===== src/rtl/control_timing_unit_pkg.sv =====
// Shared constants for the control timing unit.
//   BUS_*  : bus_select source encodings driven onto the common bus
//   OP_*   : IR[14:12] opcode values, used as indices into the D decode
package control_timing_unit_pkg;

  localparam logic [2:0] BUS_NONE = 3'd0;
  localparam logic [2:0] BUS_AR   = 3'd1;
  localparam logic [2:0] BUS_PC   = 3'd2;
  localparam logic [2:0] BUS_DR   = 3'd3;
  localparam logic [2:0] BUS_AC   = 3'd4;
  localparam logic [2:0] BUS_IR   = 3'd5;
  localparam logic [2:0] BUS_TR   = 3'd6;
  localparam logic [2:0] BUS_MEM  = 3'd7;

  localparam int OP_AND = 0;
  localparam int OP_ADD = 1;
  localparam int OP_LDA = 2;
  localparam int OP_STA = 3;
  localparam int OP_BUN = 4;
  localparam int OP_BSA = 5;
  localparam int OP_ISZ = 6;
  localparam int OP_REG = 7;  // register-reference (I=0) / I/O (I=1)

endpackage


===== src/rtl/control_timing_unit_sc_decoder.sv =====
// sc_decoder: 4-to-16 one-hot timing decoder.
//   sc : sequence counter value
//   t  : one-hot timing signals T0..T15
module sc_decoder (
  input  logic [3:0]  sc,
  output logic [15:0] t
);

  assign t = 16'd1 << sc;

endmodule


===== src/rtl/control_timing_unit.sv =====
// control_timing_unit: hardwired control sequencer for a basic accumulator
// computer. Holds the sequence counter SC and the I flip-flop; every
// control output is combinational from SC, the opcode decode, I, B and
// status inputs.
//   clk, rst                : clock, async active-high reset
//   IR                      : instruction register (I, opcode, B)
//   IRQ/IEN/FGI/FGO/E       : interrupt and I/O status flags
//   AC_MSB/AC_zero/DR_zero  : datapath status
//   register/flag controls  : one strobe per micro-operation
//   ALU_*                   : one-hot ALU function select
//   RAM_r, RAM_w            : memory strobes
//   bus_select              : common-bus source
module control_timing_unit
  import control_timing_unit_pkg::*;
(
  input  logic        clk,
  input  logic        rst,
  input  logic [15:0] IR,
  input  logic        IRQ, IEN, FGI, FGO, E,
  input  logic        AC_MSB, AC_zero, DR_zero,
  output logic        load_AR, clr_AR, inc_AR, load_PC, clr_PC, inc_PC,
  output logic        load_DR, inc_DR, load_AC, clr_AC, inc_AC,
  output logic        load_IR, load_TR, load_OUTR,
  output logic        set_IRQ, clr_IRQ, set_IEN, clr_IEN, load_E, clr_E,
  output logic        comp_E, clr_S, clr_FGI, clr_FGO,
  output logic        ALU_and, ALU_add, ALU_comp, ALU_cir, ALU_cil,
  output logic        ALU_trans_dr, ALU_trans_inpr,
  output logic        RAM_r, RAM_w,
  output logic [2:0]  bus_select
);

  logic [3:0]  sc;
  logic [15:0] t;
  logic [7:0]  d;
  logic [11:0] b;
  logic        i_ff, clr_sc, t_idle;

  sc_decoder u_sc_dec (.sc(sc), .t(t));

  assign d = 8'd1 << IR[14:12];
  assign b = IR[11:0];
  // No step is defined past T6; if SC ever runs there, stay silent until it wraps.
  assign t_idle = |t[15:7];

  always_ff @(posedge clk or posedge rst) begin
    if (rst) begin
      sc   <= 4'd0;
      i_ff <= 1'b0;
    end else begin
      sc <= clr_sc ? 4'd0 : sc + 4'd1;
      if (t[2] && !IRQ) i_ff <= IR[15];
    end
  end

  always_comb begin
    {load_AR, clr_AR, inc_AR, load_PC, clr_PC, inc_PC, load_DR, inc_DR} = '0;
    {load_AC, clr_AC, inc_AC, load_IR, load_TR, load_OUTR} = '0;
    {set_IRQ, clr_IRQ, set_IEN, clr_IEN, load_E, clr_E, comp_E, clr_S} = '0;
    {clr_FGI, clr_FGO, RAM_w} = '0;
    {ALU_and, ALU_add, ALU_comp, ALU_cir, ALU_cil, ALU_trans_dr, ALU_trans_inpr} = '0;
    bus_select = BUS_NONE;
    clr_sc     = 1'b0;
    // Gating on rst keeps outputs quiet even though SC=0 decodes as T0.
    if (!rst && !t_idle) begin
      set_IRQ = !(t[0] | t[1] | t[2]) & IEN & (FGI | FGO);
      if (!IRQ) begin
        if (t[0]) begin bus_select = BUS_PC;  load_AR = 1'b1; end
        if (t[1]) begin bus_select = BUS_MEM; load_IR = 1'b1; inc_PC = 1'b1; end
        if (t[2]) begin bus_select = BUS_IR;  load_AR = 1'b1; end
      end else begin
        if (t[0]) begin clr_AR = 1'b1; bus_select = BUS_PC; load_TR = 1'b1; end
        if (t[1]) begin bus_select = BUS_TR; RAM_w = 1'b1; clr_PC = 1'b1; end
        if (t[2]) begin inc_PC = 1'b1; clr_IEN = 1'b1; clr_IRQ = 1'b1; clr_sc = 1'b1; end
      end
      if (t[3]) begin
        if (!d[OP_REG]) begin
          if (i_ff) begin bus_select = BUS_MEM; load_AR = 1'b1; end
        end else if (!i_ff) begin
          clr_sc   = 1'b1;
          clr_AC   = b[11];
          clr_E    = b[10];
          ALU_comp = b[9];
          comp_E   = b[8];
          ALU_cir  = b[7];
          ALU_cil  = b[6];
          load_AC  = b[9] | b[7] | b[6];
          load_E   = b[7] | b[6];
          inc_AC   = b[5];
          inc_PC   = (b[4] & !AC_MSB) | (b[3] & AC_MSB) | (b[2] & AC_zero) | (b[1] & !E);
          clr_S    = b[0];
        end else begin
          clr_sc         = 1'b1;
          ALU_trans_inpr = b[11];
          load_AC        = b[11];
          clr_FGI        = b[11];
          if (b[10]) bus_select = BUS_AC;
          load_OUTR      = b[10];
          clr_FGO        = b[10];
          inc_PC         = (b[9] & FGI) | (b[8] & FGO);
          set_IEN        = b[7];
          clr_IEN        = b[6];
        end
      end
      if (t[4]) begin
        if (d[OP_AND] | d[OP_ADD] | d[OP_LDA] | d[OP_ISZ]) begin
          bus_select = BUS_MEM; load_DR = 1'b1;
        end
        if (d[OP_STA]) begin bus_select = BUS_AC; RAM_w = 1'b1; clr_sc = 1'b1; end
        if (d[OP_BUN]) begin bus_select = BUS_AR; load_PC = 1'b1; clr_sc = 1'b1; end
        if (d[OP_BSA]) begin bus_select = BUS_PC; RAM_w = 1'b1; inc_AR = 1'b1; end
      end
      if (t[5]) begin
        if (d[OP_AND]) begin ALU_and = 1'b1; load_AC = 1'b1; clr_sc = 1'b1; end
        if (d[OP_ADD]) begin ALU_add = 1'b1; load_AC = 1'b1; load_E = 1'b1; clr_sc = 1'b1; end
        if (d[OP_LDA]) begin ALU_trans_dr = 1'b1; load_AC = 1'b1; clr_sc = 1'b1; end
        if (d[OP_BSA]) begin bus_select = BUS_AR; load_PC = 1'b1; clr_sc = 1'b1; end
        if (d[OP_ISZ]) inc_DR = 1'b1;
      end
      if (t[6] && d[OP_ISZ]) begin
        bus_select = BUS_DR; RAM_w = 1'b1; inc_PC = DR_zero; clr_sc = 1'b1;
      end
    end
  end

  assign RAM_r = (bus_select == BUS_MEM);

endmodule


===== config.mk =====
export PLATFORM = sky130hd
export DESIGN_NAME = control_timing_unit
export DESIGN_NICKNAME = d
export VERILOG_FILES = /design/src/rtl/control_timing_unit_pkg.sv /design/src/rtl/control_timing_unit_sc_decoder.sv /design/src/rtl/control_timing_unit.sv
export SDC_FILE = /design/constraint.sdc
export NUM_CORES = 1
export LEC_CHECK = 0
export BUFFER_PORTS_ARGS = -buffer_cell sky130_fd_sc_hd__buf_2
export CORE_MARGIN = 3
export CORE_UTILIZATION = 47
export DETAILED_ROUTE_END_ITERATION = 10
export GPL_ROUTABILITY_DRIVEN = 1
export PLACE_DENSITY_LB_ADDON = 0.15
export SYNTH_ARGS = -nofsm -noshare
export SYNTH_HDL_FRONTEND = slang
export SYNTH_SLANG_ARGS = --single-unit

===== constraint.sdc =====
create_clock -name clk -period 3.85 [get_ports clk]
set_input_delay 0.77 -clock clk [delete_from_list [all_inputs] [get_ports clk]]
set_output_delay 0.77 -clock clk [all_outputs]
set_load 0.05 [all_outputs]

==> flow_summary_export.csv <==
group,metric,value,unit
run_status,status,"finished clean",
worst_setup_path,endpoint_kind,"primary output",
route,wl,3140,um
yosys,ys_seq_elements,5,
yosys,syn_avg_cell_area,7.29,um2
worst_setup_path,worst_path_largest_cell_delay,0.47,ns
route,final_antenna_net_count,0,
global_route,grt_pass1_wl,4770,um
worst_setup_path,path_max_fanout,13,
cts,cts_inserted_buffers,3,
sta,finalSetupViolations,0,
worst_setup_path,cp_data_arrival_time,2.71,ns
power_and_ir_drop,vdd.ir_drop.worst,0.589,mV
worst_setup_path,path_cells,"ha_1 > ha_1 > o41a_1 > nand2b_4 > nor3b_4 > o21ai_1 > o21ai_1 > buf_2",
power_and_ir_drop,power_density,513,nW/um2
yosys,ys_seq_area_share,11.9,%
sta,hold-worst-slack,0.461,ns
route,drc,0,
global_route,use_met1,26.0,%
cts,clock_path_buffers,2,
yosys,synth_area_leader_cell,"dfrtp_1",
floorplan,die_h,53.3,um
sta,slew_headroom,72.9,%
worst_setup_path,r2r_cells,6,
cts,clock-sinks,5,
worst_setup_path,crit_type,"flip-flop to primary output",
cells_and_area,drive_gt1_share,39.6,%
floorplan,dieArea,2840,um2
sta,period_share,90.3,%
yosys,postSynth.asyncResetShare,100,%
cells_and_area,stdcell_count,224,
place,hpwl,2540,um
run,drv_cap,0,
cts,clkSlewWorstSetupHoldPaths,0.05,ns
yosys,yosys-top-cells-count,"nand2_1, nor2_1, and2_1",
cts,htreeDepth,1,
route,drtPass1Iterations,4,
yosys,synth_nets,176,
cts,cts_tree,"yes",
yosys,synth_most_common_cell,"nand2_1",
global_route,gr-total-overflow,0,
worst_setup_path,r2r-end,"sc[3]",
route,wire_per_inst,14.0,um
cts,cts_root_buf,"clkbuf_4",
cts,clock_latency,0.24,ns
route,drtIter0Drc,46,
yosys,yosysTopAreaCellShare,11.9,%
sta,setup_tns,0,ns
floorplan,ios,62,
yosys,synthDistinctLibCells,43,
cts,postCtsHoldBufs,0,
sta,min_period,3.48,ns
sta,max_freq,288,MHz
worst_setup_path,rrSetupSlack,1.73,ns
sta,final-max-slew-violation-count,0,
sta,tightest_slew,0.405,ns
cts,post_cts_resized,0,
place,port-buffer-count,61,
place,dp.cells,220,
global_route,grt_use_met2,41.6,%
global_route,grt-busiest-layer,"met2",
yosys,netlist_top_cells_area,"dfrtp_1, ha_1, and2_1",
place,gp_congestion,0.879,
worst_setup_path,critPathLaunchType,"flip-flop",
worst_setup_path,cp_slowest_cell,"o41a_1",
route,vias,1231,
sta,hold_violations,0,
cells_and_area,syn2layout_area_growth,28.1,%
cells_and_area,diodes,0,
global_route,grt_max_degree,14,
floorplan,core,2040,um2
floorplan,die_x,53.3,um
sta,final.setup.worst_slack,0.373,ns
global_route,grt_pass1_vias,1167,
worst_setup_path,crit_required,3.08,ns
global_route,antenna_found_initial,0,
floorplan,row_count,16,
global_route,use_met3,4.23,%
floorplan,initial_core_util,51.4,%
power_and_ir_drop,p_leak,0.000711,uW
worst_setup_path,crit_path_start,"sc[0]",
sta,rsz0062_at_grt,"no",
yosys,synth_flop_cell,"dfrtp_1",
yosys,synth_edf_count,0,
yosys,yosys_warnings,0,
sta,finClkSkew,0.00535,ns
yosys,synth_cells,144,
place,place_ws,0.628,ns
cells_and_area,fin_nets,230,
global_route,track_usage,22.1,%
yosys,syn_area,1050,um2
worst_hold_path,hp-class,"primary input to asynchronous set/reset pin",
cts,cts_setup_buffers,0,
worst_setup_path,r2r-start,"sc[0]",
route,vias_per_cell,5.50,
[kinds of logic after synthesis]
family                     share of synthesized area [%]
DFF                                                 11.9
xor gates and xnor gates                            1.67
muxes                                               4.05
AOI/OAI and AO/OA                                   16.1
and+or+nand+nor                                     50.2
buffers and inverters                               8.94
adders and majority gates                           7.15
[worst max path at each step]
| stage | endpoint | slack [ns] | depth (start not counted) |
|---|---|---|---|
| after global placement | load_E | 0.74 | 8 |
| after CTS | load_E | 0.37 | 8 |
| after global routing | load_E | 0.27 | 8 |
| after floorplan | inc_PC | 0.24 | 6 |
| final | load_E | 0.37 | 8 |
| after detailed placement | load_E | 0.63 | 8 |
[per-stage QoR]
stage / power [uW] / utilization (%) / instance area, um2
after floorplan: 532 / - / 1050
after global placement: 610 / 64.6 / 1320
after detailed placement: 625 / 64.6 / 1320
after CTS: 688 / 65.9 / 1350
after global routing: 738 / 65.9 / 1350
final: 689 / 65.9 / 1350
[state kept, by name (all words and copies together) (netlist names)]
| register | cells |
|---|---|
| sc | 4 |
| i_ff | 1 |
[area by class of cell]
| cell class | instances | area (um2) |
|---|---|---|
| multi-input combinational | 122 | 836 |
| fill | 203 | 697 |
| timing repair buffer | 61 | 305 |
| sequential | 5 | 125 |
| tap | 27 | 33.8 |
| clock buffer | 4 | 26.3 |
| inverter | 5 | 18.8 |
[placed cells by master, fill, tap and decap left out, drive strengths merged, types with 4 or more instances in the layout]
| cell type | Yosys | layout |
|---|---|---|
| a21oi | 4 | 4 |
| nor2 | 13 | 13 |
| buf | 9 | 61 |
| inv | 5 | 5 |
| dfrtp | 5 | 5 |
| nor2b | 4 | 4 |
| clkbuf | 3 | 4 |
| o21ai | 10 | 10 |
| nor3b | 4 | 4 |
| nand3 | 7 | 7 |
| nand2b | 4 | 4 |
| nand2 | 14 | 14 |
| and2 | 11 | 11 |
| nor3 | 8 | 8 |
| and3b | 4 | 4 |
| and3 | 8 | 8 |
| ha | 6 | 6 |
[power by group]
part	internal [uW]	switching, uW	leakage [uW]
logic	174	315	0.000637
registers	80.8	58.9	0.0000596
clock network	39.2	21.5	0.0000150
total	294	396	0.000711
[worst max-delay path: cells and delay by family, from the launching register on]
family	cells	cell delay (ns)
AO/OA/AOI/OAI	3	0.73
AND/OR/NAND/NOR	2	0.56
adder cells (fa/ha/maj)	2	0.48
flip-flops	1	0.42
buffers and inverters	1	0.27
[per-layer routing]
| layer | wire length [um] | vias up |
|---|---|---|
| li1 | - | 614 |
| met1 | 1330 | 551 |
| met3 | 310 | 0 |
| met4 | 0 | 0 |
| met5 | 0 | - |
| met2 | 1500 | 66 |
Power figures use the tool's default switching activity.
